==> src/rtl/screen_fill_arbiter_if.sv <==
// Screen-region bus bundle shared by the CPU, the fill controller and the screen RAM port.
// Optional SCREEN_FILL_RANGE_EN adds the fill_first/fill_last range inputs.
interface screen_fill_arbiter_if;
    logic        cpu_sel;
    logic        cpu_load;
    logic [12:0] cpu_address;
    logic [15:0] cpu_in;
    logic [15:0] cpu_out;
    logic        cpu_wait;
    logic        fill_start;
    logic        fill_abort;
    logic [15:0] fill_pattern;
    logic        fill_busy;
    logic        fill_done;
    logic        scr_load;
    logic [12:0] scr_address;
    logic [15:0] scr_in;
    logic [15:0] scr_out;
`ifdef SCREEN_FILL_RANGE_EN
    logic [12:0] fill_first;
    logic [12:0] fill_last;
`endif

    modport master (
`ifdef SCREEN_FILL_RANGE_EN
        output fill_first,
        output fill_last,
`endif
        output cpu_sel, output cpu_load, output cpu_address, output cpu_in,
        input  cpu_out, input  cpu_wait,
        output fill_start, output fill_abort, output fill_pattern,
        input  fill_busy, input  fill_done,
        input  scr_load, input  scr_address, input  scr_in,
        output scr_out
    );

    modport slave (
`ifdef SCREEN_FILL_RANGE_EN
        input  fill_first,
        input  fill_last,
`endif
        input  cpu_sel, input  cpu_load, input  cpu_address, input  cpu_in,
        output cpu_out, output cpu_wait,
        input  fill_start, input  fill_abort, input  fill_pattern,
        output fill_busy, output fill_done,
        output scr_load, output scr_address, output scr_in,
        input  scr_out
    );
endinterface

==> src/rtl/screen_fill_arbiter.sv <==
// Shares the single screen RAM port between the CPU and a pattern-fill engine.
// Define SCREEN_FILL_RANGE_EN to fill a sub-range (fill_first..fill_last) instead of the whole screen.
module screen_fill_arbiter #(
    parameter int CPU_SLOT  = 4,
    parameter int LAST_WORD = 8191
) (
    input  logic                 clk,
    input  logic                 reset,
    screen_fill_arbiter_if.slave bus
);
    typedef enum logic [0:0] {IDLE = 1'b0, FILL = 1'b1} state_t;

    localparam logic [3:0]  SLOT_LAST = 4'(CPU_SLOT - 1);
    localparam logic [12:0] LAST_ADDR = 13'(LAST_WORD);

    state_t      state_r;
    logic [12:0] ptr_r;
    logic [12:0] end_r;
    logic [3:0]  slot_r;
    logic [15:0] pattern_r;
    logic        busy_r;
    logic        done_r;

    logic        cpu_grant_s;
    logic        fill_own_s;
    logic [12:0] first_s;
    logic [12:0] last_s;

`ifdef SCREEN_FILL_RANGE_EN
    assign first_s = bus.fill_first;
    assign last_s  = bus.fill_last;
`else
    assign first_s = 13'd0;
    assign last_s  = LAST_ADDR;
`endif

    // Port ownership: CPU owns in IDLE, and in FILL only on its reserved slot when it asks.
    always_comb begin
        cpu_grant_s = 1'b1;
        fill_own_s  = 1'b0;
        case (state_r)
            IDLE: begin
                cpu_grant_s = 1'b1;
                fill_own_s  = 1'b0;
            end
            FILL: begin
                cpu_grant_s = bus.cpu_sel && (slot_r == SLOT_LAST);
                fill_own_s  = !cpu_grant_s;
            end
            default: begin
                cpu_grant_s = 1'b1;
                fill_own_s  = 1'b0;
            end
        endcase
    end

    // Screen port mux: fill engine when it owns the port, otherwise CPU passthrough.
    always_comb begin
        bus.scr_load    = 1'b0;
        bus.scr_address = 13'd0;
        bus.scr_in      = 16'd0;
        if (fill_own_s) begin
            bus.scr_load    = 1'b1;
            bus.scr_address = ptr_r;
            bus.scr_in      = pattern_r;
        end else begin
            bus.scr_load    = bus.cpu_sel & bus.cpu_load;
            bus.scr_address = bus.cpu_address;
            bus.scr_in      = bus.cpu_in;
        end
    end

    assign bus.cpu_wait  = bus.cpu_sel & ~cpu_grant_s;
    assign bus.cpu_out   = bus.scr_out;
    assign bus.fill_busy = busy_r;
    assign bus.fill_done = done_r;

    // Fill FSM; abort beats start in both states, and the pointer stops at the last address.
    always_ff @(posedge clk or posedge reset) begin
        if (reset) begin
            state_r   <= IDLE;
            ptr_r     <= 13'd0;
            end_r     <= 13'd0;
            slot_r    <= 4'd0;
            pattern_r <= 16'd0;
            busy_r    <= 1'b0;
            done_r    <= 1'b0;
        end else begin
            done_r <= 1'b0;
            case (state_r)
                IDLE: begin
                    if (bus.fill_abort) begin
                        state_r <= IDLE;
                    end else if (bus.fill_start) begin
                        pattern_r <= bus.fill_pattern;
                        ptr_r     <= first_s;
                        end_r     <= last_s;
                        slot_r    <= 4'd0;
                        if (first_s > last_s) begin
                            done_r <= 1'b1;
                        end else begin
                            state_r <= FILL;
                            busy_r  <= 1'b1;
                        end
                    end else begin
                        state_r <= IDLE;
                    end
                end
                FILL: begin
                    slot_r <= (slot_r == SLOT_LAST) ? 4'd0 : slot_r + 4'd1;
                    if (bus.fill_abort) begin
                        state_r <= IDLE;
                        busy_r  <= 1'b0;
                    end else if (fill_own_s) begin
                        if (ptr_r == end_r) begin
                            state_r <= IDLE;
                            busy_r  <= 1'b0;
                            done_r  <= 1'b1;
                        end else begin
                            ptr_r <= ptr_r + 13'd1;
                        end
                    end else begin
                        state_r <= FILL;
                    end
                end
                default: begin
                    state_r <= IDLE;
                    busy_r  <= 1'b0;
                end
            endcase
        end
    end
endmodule
==> src/flat_wrapper.sv <==
// flat-port wrapper written by rule: the top's interface ports become plain ports
module screen_fill_arbiter_flat 
#(
    parameter int CPU_SLOT  = 4,
    parameter int LAST_WORD = 8191
)
  (clk, reset, bus_cpu_sel, bus_cpu_load, bus_cpu_address, bus_cpu_in, bus_cpu_out, bus_cpu_wait, bus_fill_start, bus_fill_abort, bus_fill_pattern, bus_fill_busy, bus_fill_done, bus_scr_load, bus_scr_address, bus_scr_in, bus_scr_out);
  screen_fill_arbiter_if bus_i ();
  input  logic clk;
  input  logic reset;
  input wire logic [$bits(bus_i.cpu_sel)-1:0] bus_cpu_sel;
  input wire logic [$bits(bus_i.cpu_load)-1:0] bus_cpu_load;
  input wire logic [$bits(bus_i.cpu_address)-1:0] bus_cpu_address;
  input wire logic [$bits(bus_i.cpu_in)-1:0] bus_cpu_in;
  output wire logic [$bits(bus_i.cpu_out)-1:0] bus_cpu_out;
  output wire logic [$bits(bus_i.cpu_wait)-1:0] bus_cpu_wait;
  input wire logic [$bits(bus_i.fill_start)-1:0] bus_fill_start;
  input wire logic [$bits(bus_i.fill_abort)-1:0] bus_fill_abort;
  input wire logic [$bits(bus_i.fill_pattern)-1:0] bus_fill_pattern;
  output wire logic [$bits(bus_i.fill_busy)-1:0] bus_fill_busy;
  output wire logic [$bits(bus_i.fill_done)-1:0] bus_fill_done;
  output wire logic [$bits(bus_i.scr_load)-1:0] bus_scr_load;
  output wire logic [$bits(bus_i.scr_address)-1:0] bus_scr_address;
  output wire logic [$bits(bus_i.scr_in)-1:0] bus_scr_in;
  input wire logic [$bits(bus_i.scr_out)-1:0] bus_scr_out;
  assign bus_i.cpu_sel = bus_cpu_sel;
  assign bus_i.cpu_load = bus_cpu_load;
  assign bus_i.cpu_address = bus_cpu_address;
  assign bus_i.cpu_in = bus_cpu_in;
  assign bus_cpu_out = bus_i.cpu_out;
  assign bus_cpu_wait = bus_i.cpu_wait;
  assign bus_i.fill_start = bus_fill_start;
  assign bus_i.fill_abort = bus_fill_abort;
  assign bus_i.fill_pattern = bus_fill_pattern;
  assign bus_fill_busy = bus_i.fill_busy;
  assign bus_fill_done = bus_i.fill_done;
  assign bus_scr_load = bus_i.scr_load;
  assign bus_scr_address = bus_i.scr_address;
  assign bus_scr_in = bus_i.scr_in;
  assign bus_i.scr_out = bus_scr_out;
  screen_fill_arbiter #(.CPU_SLOT(CPU_SLOT), .LAST_WORD(LAST_WORD)) u_core (.clk(clk), .reset(reset), .bus(bus_i));
endmodule
==> config.mk <==
export PLATFORM = sky130hd
export DESIGN_NAME = screen_fill_arbiter_flat
export DESIGN_NICKNAME = d
export VERILOG_FILES = /design/src/rtl/screen_fill_arbiter_if.sv /design/src/rtl/screen_fill_arbiter.sv /design/src/flat_wrapper.sv
export SDC_FILE = /design/constraint.sdc
export NUM_CORES = 1
export LEC_CHECK = 0
export BUFFER_PORTS_ARGS = -buffer_cell sky130_fd_sc_hd__buf_2
export CAP_MARGIN = 20
export CORE_ASPECT_RATIO = 1.25
export CORE_MARGIN = 2
export CORE_UTILIZATION = 30
export DETAILED_ROUTE_END_ITERATION = 10
export PLACE_DENSITY = 0.63
export SLEW_MARGIN = 20
export SYNTH_ARGS = -nofsm -noshare
export SYNTH_HDL_FRONTEND = slang
export SYNTH_SLANG_ARGS = --single-unit
==> constraint.sdc <==
create_clock -name clk -period 6.2 [get_ports clk]
set_clock_uncertainty 0.2 [all_clocks]
set_input_delay 1.24 -clock clk [delete_from_list [all_inputs] [get_ports clk]]
set_output_delay 1.24 -clock clk [all_outputs]
set_load 0.01 [all_outputs]
# Word-level counts from Yosys, hierarchy flattened
# Index checks and enable logic that the tools add are counted.
classes:
  n_addsub: 2
  multipliers: 0
  n_div: 0
  magnitude_cmp: 0
  n_eq_ne: 9
  shift: 0
  n_mux: 31
  n_bitwise: 5
  n_reduce_logical: 6
ops:
  columns: ["operator", "count"]
  rows:
  - ["$mux 13", 6]
  - ["$pmux 13 s2", 1]
  - ["$mux 16", 1]
  - ["$mux 1", 14]
  - ["$add 13x1->13 const B", 1]
  - ["$eq 13x13->1", 1]
  - ["$mux 4", 3]
  - ["$ne 2x2->1 const B", 5]
  - ["$pmux 1 s2", 5]
  - ["$pmux 4 s2", 1]
  - ["$ne 3x3->1 const B", 2]
  - ["$reduce_and 5->1", 1]
  - ["$add 4x1->4 const B", 1]
  - ["$eq 4x2->1 const B", 1]
  - ["$reduce_and 4->1", 1]
  - ["$not 1->1", 3]
  - ["$reduce_and 3->1", 1]
  - ["$and 1x1->1", 2]
  - ["$reduce_and 2->1", 1]
  - ["$logic_and 1x1->1", 1]
  - ["$logic_not 1->1", 1]
totals:
  register_bits: 37
  latch_bits: 0
  ramBits: 0
  rom_bits: 0
  inputBits: 67
  out_inout_bits: 49
  word_cells: 60
  mem_count: 0

# Depth between registers and ports, before layout
logic_depth:
  depth_word: 7
  depth_mapped: 7
  depth_no_buf: 5

# Least setup slack after synthesis
# No wires, ideal clock.
synth_path:
  path_type: "input-to-output"
  startpoint: "input port bus_cpu_sel"
  endpoint: "output port bus_scr_address[0]"
  arrival_ns: 2.595
  t_required_ns: 4.760
  slack_ns: 2.165
  stages: 5
  path_buffers: 2
  cell_sequence: "nor4bb_1 -> nand2b_1 -> clkbuf_2 -> buf_2 -> mux2_2"
synth_between:
  elab_chain_cells: 4
synth_lines:
  columns: ["item", "line", "source"]
  rows:
  - ["start, declared", "flat_wrapper.sv:11", "input wire logic [$bits(bus_i.cpu_sel)-1:0] bus_cpu_sel;"]
  - ["$logic_and 1x1->1", "screen_fill_arbiter.sv:47", "cpu_grant_s = bus.cpu_sel && (slot_r == SLOT_LAST);"]
  - ["$logic_not 1->1", "screen_fill_arbiter.sv:48", "fill_own_s = !cpu_grant_s;"]
  - ["$pmux 1 s2", "screen_fill_arbiter.sv:41", "case (state_r)"]
  - ["$mux 13", "screen_fill_arbiter.sv:62", "if (fill_own_s) begin"]
  - ["end, declared", "flat_wrapper.sv:23", "output wire logic [$bits(bus_i.scr_address)-1:0] bus_scr_address;"]
# No other way between the ends.

# Worst setup path in the final report
layout_path:
  startpoint: "input port bus_cpu_sel"
  endpoint: "output port bus_scr_in[2]"
layout_between:
  elab_chain_cells: 4
layout_lines:
  columns: ["item", "line", "source"]
  rows:
  - ["$logic_and 1x1->1", "screen_fill_arbiter.sv:47", null]
  - ["$logic_not 1->1", "screen_fill_arbiter.sv:48", null]
  - ["$pmux 1 s2", "screen_fill_arbiter.sv:41", null]
  - ["$mux 16", "screen_fill_arbiter.sv:62", null]
  - ["end, declared", "flat_wrapper.sv:24", "output wire logic [$bits(bus_i.scr_in)-1:0] bus_scr_in;"]
# No other way between the ends.

==> reports/qor.yml <==
global_route:
  track_usage_pct: 12.7
  grt_max_degree: 38
  grt_overflow: 0
  antenna_found_initial: 0
  grt_pass1_wl_um: 8250
  grt_pass1_vias: 1782
cells_and_area:
  fin_nets: 350
  fillers: 740
  final_util_pct: 37.0
  final_layout_size_suffix_gt1_share_pct: 51.4
  final_cells: 374
  diodes: 0
  syn2layout_area_growth_pct: 19.4
  fin_area_um2: 2740
logic_synthesis:
  async_flop_share_pct: 100
  synth_fp_nets: 290
  synth-seq-cells: 37
  syn_area_um2: 2290
  ys.warnings.count: 0
  synth-main-ff-cell: "dfrtp_1"
  avgSynthCellArea_um2: 10.4
  synth_cell_types: 38
  synthCells: 221
  synth_edf_count: 0
  ys_seq_area_share_pct: 40.4
critical_path:
  regToRegSetupSlack_ns: 3.22
  crit_type: "primary input to primary output"
  path_common_cell: "buf_2"
  slowest_delay_ns: 0.64
  reg2reg_to: "u_core.ptr_r[0]$_DFFE_PP0P_"
  crit_fanout: 19
  critPathLaunchType: "primary input"
  cp.arrival_ns: 3.51
  path_cells: "buf_2 -> nor4bb_1 -> nand2b_1 -> buf_4 -> mux2_2 -> buf_2"
  reg2reg_depth: 4
  r2r-start: "u_core.state_r$_DFF_PP0_"
  worstPathRequired_ns: 4.76
  cp-end-kind: "primary output"
  critPathBufInv: 3
  critPathSlowestCell: "nor4bb_1"
  cp_top_family: "simple AND/OR/NAND/NOR gates"
floorplanning:
  die_w_um: 82.2
  core_um2: 7400
  start_util_pct: 31.0
  rows: 35
  die_area_um2: 8360
  boundaryPins: 116
  fp.dieH_um: 102
place:
  placed_cells: 366
  dp_hpwl_um: 3660
  port_buffers: 83
  gp_congestion: 0.756
  placed_cell_area_um2: 2640
  dpl_worst_slack_ns: 1.22
cts:
  cts.path.max_buffers: 2
  cts_setup_buffers: 0
  ctsRootBufferMaster: "clkbuf_8"
  cts_made_buffers: 5
  cts_tree: "done"
  htreeDepth: 2
  clock_latency_ns: 0.29
  clkTransAtPathRegs_ns: 0.08
  ctsResizeCount: 0
  numClockSinks: 37
  hold_buffers: 0
timing:
  min_period_ns: 4.95
  grt_setup_unrepaired: "no"
  timing.final.ws_setup_ns: 1.25
  finalHoldViolCount: 0
  maxSlewViolCount: 0
  finalCritPeriodShare_pct: 79.8
  worst_pin_slew_ns: 1.07
  clock.fmax_ghz: 0.202
  relSlewSlack_pct: 28.3
  setup_tns_ns: 0
  setup_viol: 0
hold_path:
  min_delay_path_depth: 1
  hp-class: "register to register"
  hp-start: "u_core.pattern_r[7]$_DFFE_PP0P_"
  hold_end: "u_core.pattern_r[7]$_DFFE_PP0P_"
drt:
  vias_per_cell: 5.05
  wl_um: 5090
  drt_iter0_drc: 139
  wl_per_cell_um: 13.6
  vias: 1889
  first_pass_iters: 4
  drc_errors: 0
  antenna_left: 0
flow_run:
  max_cap_viol_count: 0
power_and_ir_drop:
  intPower_w: 0.000472
  p_per_area_nw_per_um2: 246
  pwr-share-seq_pct: 46.4
  p_sw_share_pct: 29.8
  power.combinational.fraction_pct: 25.5
  ir_worst_vdd_uv: 138
  switchingPower_w: 0.000200
  power.leakage_nw: 1.32
  clkPwrFrac_pct: 28.1
outcome:
  status: "finished, final reports clean"
==> layout make-up <==
cell class | instances | area [µm²] | area share, %
multi-input cells | 148 | 1150 | 42.0
flip-flops and latches | 37 | 926 | 33.8
repair buffers | 85 | 430 | 15.7
well taps | 92 | 115 | 4.20
clock buffers | 7 | 96.3 | 3.52
inverters | 4 | 15.0 | 0.548
clock inverters | 1 | 5.00 | 0.183
==> cell usage after synthesis, drive strengths merged (2+ instances only) <==
master | n | area [µm²]
o21ai | 8 | 40.0
nor3 | 5 | 25.0
nand4 | 4 | 25.0
nand2b | 5 | 31.3
and4 | 3 | 27.5
a221o | 2 | 20.0
mux2 | 45 | 507
clkbuf | 6 | 23.8
nor2 | 8 | 30.0
and3 | 9 | 62.6
a21oi | 4 | 20.0
nand3 | 8 | 40.0
buf | 26 | 179
a211o | 6 | 53.8
a31oi | 3 | 18.8
o2bb2ai | 3 | 26.3
ha | 2 | 25.0
nand2 | 12 | 45.0
and2 | 2 | 12.5
nor2b | 2 | 12.5
nor4 | 8 | 50.1
dfrtp | 37 | 926
inv | 4 | 15.0
or2 | 2 | 12.5
==> flip-flops by register name (all words and copies together) (netlist names) <==
signal / flops
u_core.slot_r: 4
u_core.ptr_r: 13
u_core.bus.fill_busy: 1
u_core.state_r: 1
u_core.bus.fill_done: 1
u_core.end_r: 1
u_core.pattern_r: 16
==> metrics by stage <==
stage / hold WS [ns] / total power, W
2_1_floorplan: 0.265 / 0.000442
3_3_place_gp: 0.291 / 0.000487
3_5_place_dp: 0.294 / 0.000490
4_1_cts: 0.313 / 0.000682
5_1_grt: 0.324 / 0.000717
6_report: 0.305 / 0.000672
==> worst max-delay path by stage <==
stage	startpoint	end	slack (ns)	depth (start not counted)
6_report	bus_cpu_sel	bus_scr_in[2]	1.25	6
4_1_cts	bus_cpu_sel	bus_scr_in[7]	1.21	6
3_3_place_gp	bus_cpu_sel	bus_scr_in[1]	1.30	6
5_1_grt	bus_cpu_sel	bus_scr_in[7]	1.00	6
2_1_floorplan	bus_cpu_sel	bus_scr_address[0]	2.17	5
3_5_place_dp	bus_cpu_sel	bus_scr_in[7]	1.22	6
==> cell families (layout without fill, tap and decap cells) <==
family          count (synthesis)  after routing  share of synthesized area, %
buf+inv                        36             97                          9.49
simple gates                   70             70                          17.1
compound gates                 29             29                          9.06
xor+xnor                        1              1                         0.382
fa+ha+maj                       2              2                          1.09
flops                          37             37                          40.4
mux                            46             46                          22.5
==> per-layer routing <==
metal  routed length (µm)  vias to the layer above  GRT usage, %
met2                 2430                       70          21.3
met1                 2220                      902          15.7
met3                  373                        5          3.21
met5                    0                        -             0
li1                     -                      912             -
met4                   65                        0          4.49
==> cells in the final DEF, fill, tap and decap left out, types with 3 or more instances in the layout <==
cell type  synthesis  layout
nand4_1            4       4
mux2_2            45      45
a21oi_1            4       4
nand2b_1           5       5
clkbuf_8           0       7
buf_2              8      83
a211o_1            5       5
a31oi_1            3       3
nand3_1            8       8
o2bb2ai_1          3       3
nand2_1           12      12
nor3_1             5       5
o21ai_0            8       8
nor4_1             8       8
inv_1              4       4
nor2_1             8       8
and3_1             7       7
dfrtp_1           37      37
==> power groups by stage <==
| stage | registers, W | logic, W | clock network [W] |
|---|---|---|---|
| final | 0.000312 | 0.000171 | 0.000189 |
| after global routing | 0.000319 | 0.000192 | 0.000207 |
| after CTS | 0.000312 | 0.000174 | 0.000196 |
| after detailed placement | 0.000316 | 0.000174 | 0 |
| after global placement | 0.000316 | 0.000170 | 0 |
| after floorplan | 0.000298 | 0.000144 | 0 |
(Power assumes the default switching activity.)
